## config.mk

```make
export PLATFORM = sky130hd
export DESIGN_NAME = bcd_to_bin_year
export DESIGN_NICKNAME = d
export VERILOG_FILES = /design/src/rtl/bcd_to_bin_year.sv
export SDC_FILE = /design/constraint.sdc
export NUM_CORES = 1
export LEC_CHECK = 0
export ABC_AREA = 1
export CAP_MARGIN = 20
export CORE_ASPECT_RATIO = 1.4
export CORE_MARGIN = 2
export CORE_UTILIZATION = 55
export DETAILED_ROUTE_END_ITERATION = 12
export PLACE_DENSITY = 0.81
export SYNTH_ARGS = -nofsm -noshare
export SYNTH_HDL_FRONTEND = slang
export SYNTH_SLANG_ARGS = --single-unit
```

## constraint.sdc

```tcl
create_clock -name clk -period 3.8 [get_ports clk]
set_clock_uncertainty 0.05 [all_clocks]
set_input_delay 0.57 -clock clk [delete_from_list [all_inputs] [get_ports clk]]
set_output_delay 0.57 -clock clk [all_outputs]
set_load 0.03 [all_outputs]
```

## src/rtl/bcd_to_bin_year.sv

```systemverilog
// Four-digit BCD year to 12-bit binary, one digit per cycle, with range check.
// Define BCD_YEAR_CLAMP_EN to clamp out-of-range years instead of flagging err.
module bcd_to_bin_year #(
  parameter int YEAR_MIN = 2000,
  parameter int YEAR_MAX = 3999
) (
  input  logic        clk,
  input  logic        rst,
  input  logic        in_valid,
  output logic        in_ready,
  input  logic [3:0]  d_thou,
  input  logic [3:0]  d_hund,
  input  logic [3:0]  d_tens,
  input  logic [3:0]  d_ones,
  output logic        out_valid,
  input  logic        out_ready,
  output logic [11:0] year,
  output logic        err
);

  // Handshakes: a transfer happens on a rising edge where valid && ready;
  // valid never depends combinationally on ready on either side.
  localparam logic [1:0] S_IDLE   = 2'd0;
  localparam logic [1:0] S_MAC    = 2'd1;
  localparam logic [1:0] S_RESULT = 2'd2;
  localparam logic [1:0] S_HOLD   = 2'd3;

  localparam logic [13:0] MIN14 = 14'(YEAR_MIN);
  localparam logic [13:0] MAX14 = 14'(YEAR_MAX);

  logic [1:0]  state;
  logic [15:0] digits;
  logic [13:0] acc;
  logic [1:0]  idx;
  logic        bad_digit;
  logic [3:0]  cur_digit;
  logic [13:0] acc_next;
  logic        below;
  logic        above;

  always_comb begin
    cur_digit = 4'd0;
    case (idx)
      2'd0:    cur_digit = digits[15:12];
      2'd1:    cur_digit = digits[11:8];
      2'd2:    cur_digit = digits[7:4];
      default: cur_digit = digits[3:0];
    endcase
  end

  // acc*10 built from shifts; with legal digits acc never exceeds 9999.
  assign acc_next = (acc << 3) + (acc << 1) + {10'd0, cur_digit};
  assign below    = (acc < MIN14);
  assign above    = (acc > MAX14);
  assign in_ready = (state == S_IDLE);

  always_ff @(posedge clk) begin
    if (rst) begin
      state     <= S_IDLE;
      digits    <= 16'd0;
      acc       <= 14'd0;
      idx       <= 2'd0;
      bad_digit <= 1'b0;
      out_valid <= 1'b0;
      year      <= 12'd0;
      err       <= 1'b0;
    end else begin
      case (state)
        S_IDLE: begin
          if (in_valid) begin
            digits    <= {d_thou, d_hund, d_tens, d_ones};
            acc       <= 14'd0;
            idx       <= 2'd0;
            bad_digit <= (d_thou > 4'd9) || (d_hund > 4'd9) ||
                         (d_tens > 4'd9) || (d_ones > 4'd9);
            state     <= S_MAC;
          end
        end
        S_MAC: begin
          acc <= acc_next;
          idx <= idx + 2'd1;
          if (idx == 2'd3) state <= S_RESULT;
        end
        S_RESULT: begin
          out_valid <= 1'b1;
          state     <= S_HOLD;
          if (bad_digit) begin
            year <= 12'd0;
            err  <= 1'b1;
          end else if (below || above) begin
`ifdef BCD_YEAR_CLAMP_EN
            year <= below ? 12'(YEAR_MIN) : 12'(YEAR_MAX);
            err  <= 1'b0;
`else
            year <= 12'd0;
            err  <= 1'b1;
`endif
          end else begin
            year <= acc[11:0];
            err  <= 1'b0;
          end
        end
        default: begin
          // Result is held until the consumer takes it; year/err persist afterwards.
          if (out_valid && out_ready) begin
            out_valid <= 1'b0;
            state     <= S_IDLE;
          end
        end
      endcase
    end
  end

endmodule

```

==> out/metrics.csv <==
metric,value,unit
status,completed,
Crit Path Class,reg2reg,
hpwl dp,5110,um
Core Footprint,0.00520,sq mm
post-synthesis xor/xnor area fraction,0,%
syn_nets,465,
CP endpoint kind,flip-flop,
Total Wirelength,6500,um
Area contributors post-synth,"dfxtp_1 33%, ha_1 13%, nand2_1 12%",
combinational family with the most area after synthesis,simple AND/OR/NAND/NOR gates,
CP arrival,3.07,ns
Port Buf Inserts,34,
Synth Cell Area,0.00298,sq mm
sequential share of the synthesized area,32.9,%
n_diodes,0,
post-CTS setup buffers,0,
vias,2701,
Starting DRT DRC Count,168,
Worst IR Drop VDD,350,uV
# clock sinks,49,
RSZ-0062 raised after global routing,false,
worst slew pin tran,0.546,ns
async set or reset register ratio after synthesis,0,%
worst setup path startpoint,idx[0]$_SDFFE_PP0P_,
CTS max path bufs,2,
Synth Area in Simple Gates,26.8,%
Synth cell types,36,
crit path buf inv count,3,
antenna-violating nets left,0,
fraction of layout cells with a size suffix above 1,7.01,%
post-CTS sizing,0,
worst hold start,digits[6]$_SDFFE_PP0P_,
Main synth FF type,dfxtp_1,
MaxCap Viol Count,0,
initial antenna violation count,0,
crit-path max cell delay,0.42,ns
GP Congestion,0.858,
multiplexer share of the synthesized area,0,%
power density of the placed cells,434,mW/mm^2
Final min period,2.87,ns
crit path cell chain,"inv_1, ha_1, inv_1, o22ai_1, a211oi_1, a21oi_1, ha_1, ha_1, fa_1, nand2_1, nand3_1, nand2_1, inv_1, nand2_1, nand2_1, nand2_1, nand3_1, a21oi_1",
Lkg Pwr,1.55,nW
largest net degree at the start of global routing,30,
routed vias/inst,5.32,
post-synthesis area per instance,7.24,sq um
total gr overflow,0,
most frequent cells in the layout,"99 x nand2_1, 49 x dfxtp_1, 48 x inv_1",
final setup vio count,0,
number of synthesized register bits,49,
clk_lat worst skew,0.31,ns
Power Total,1.49,mW
DR WL/cell,12.8,um
Crit path max-delay family,adder cells,
TritonCTS clock tree,yes,
final net count,494,
Final Hold Fails,0,
relative slew slack,63.6,%
"most common cell after layout, fill and taps aside",nand2_1,
clk root buf,clkbuf_8,
Synthesis Warnings,0,
Layout Area Growth over Synthesis,14.9,%
Starting Density,57.4,%
CTS Buf Count,5,
"Hold-fix buffers, CTS",0,
Compound-Gate Fraction of Synth Area,16.9,%
Final Max Slew Viols,0,
H-Tree Depth,2,
TritonRoute pass-1 iters,5,
slowest cell on the critical path,fa_1,
# IOs,35,
critical path peak fanout,4,
setup TNS,0,ns
Adder-Cell Fraction of Synth Area,14.3,%
Max Fclk,349,MHz
num rows,31,
"Clk pin slew, worst setup/hold paths",0.10,ns
Die Span Y,91.1,um
period utilisation layout,75.5,%
cell taking the most area after synthesis,dfxtp_1,
"EDFF count, synth",0,
vias in the first global route,2532,
global-route wire length before repair,10800,um
DRC viols,0,
Crit path top cell by count,nand2_1,
worst hold path class,reg2reg,
gr usage total,22.8,%
die area,0.00604,sq mm
worst r2r src,idx[0]$_SDFFE_PP0P_,
die extent in x,66.2,um
Post-Syn Instances,412,
CP Launch Type,flip-flop,
share of the synthesized area in the top cell type,32.9,%
WP data required,4.00,ns
-- worst register-to-register path, stage by stage, from the launching register on --
cell	delay, ns
dfxtp_1	0.40
inv_1	0.11
ha_1	0.24
inv_1	0.08
o22ai_1	0.08
a211oi_1	0.17
a21oi_1	0.07
ha_1	0.28
ha_1	0.24
fa_1	0.42
nand2_1	0.11
nand3_1	0.07
nand2_1	0.06
inv_1	0.06
nand2_1	0.08
nand2_1	0.05
nand2_1	0.06
nand3_1	0.06
a21oi_1	0.12
-- area by class of cell --
cell class | instances | area [sq um]
fillers | 454 | 1770
multi-input cells | 300 | 1730
flip-flops and latches | 49 | 981
repair buffers | 35 | 348
inverters | 50 | 188
well taps | 66 | 82.6
clock buffers | 5 | 68.8
clock inverters | 3 | 26.3
-- synth_stat cells (3+ instances only) --
library cell and count:
nand2_1 99, dfxtp_1 49, inv_1 48, a21oi_1 42, nor2_1 35, ha_1 31
o21ai_0 27, nand3_1 23, clkbuf_1 7, nand3_2 6, a21oi_2 5, nand4_1 5
buf_2 3, nand3b_1 3
-- state kept, by name, summed over array words and instances, names as in the netlist --
signal / count
err: 1
out_valid: 1
state: 2
acc: 14
year: 12
digits: 16
bad_digit: 1
idx: 2
-- power by group --
group          switching (mW)  leakage (nW)  total [mW]  internal, mW
clock network           0.192        0.0423       0.326         0.134
registers              0.0511         0.399       0.638         0.587
logic                   0.343          1.11       0.524         0.181
total                   0.586          1.55        1.49         0.903
-- cells by family (layout without fill, tap and decap cells) --
group,Yosys count,count (layout)
compound gates,88,88
fa+ha+maj,33,33
buf+inv,63,93
flops,49,49
simple gates,179,179
-- stage by stage --
step | hold WS, ns | instances | util [%] | worst slack (ns) | cell area (sq um)
after floorplan | 0.379 | 412 | - | 1.20 | 2980
after global placement | 0.404 | 500 | 64.1 | 1.07 | 3330
after detailed placement | 0.402 | 500 | 64.1 | 0.957 | 3330
after CTS | 0.418 | 508 | 66.0 | 0.944 | 3430
after global routing | 0.441 | 508 | 66.0 | 0.611 | 3430
final | 0.417 | 508 | 66.0 | 0.933 | 3430
-- per-layer routing --
metal	share of wire (%)	GRT usage, %	wire length, um
met1	41	24.7	2670
met2	54	41.9	3490
met3	2.2	3.10	144
met4	3.2	10.9	208
met5	0	0	0
-- final timing paths --
kind	endpoint	slack, ns	depth (start not counted)
worst max register to register	acc[8]$_SDFFE_PP0P_	0.93	18
worst min-delay path	digits[6]$_SDFFE_PP0P_	0.42	2
worst max-delay path	acc[8]$_SDFFE_PP0P_	0.93	18
worst min register to register	digits[6]$_SDFFE_PP0P_	0.42	2
Power figures use the tool's default switching activity.
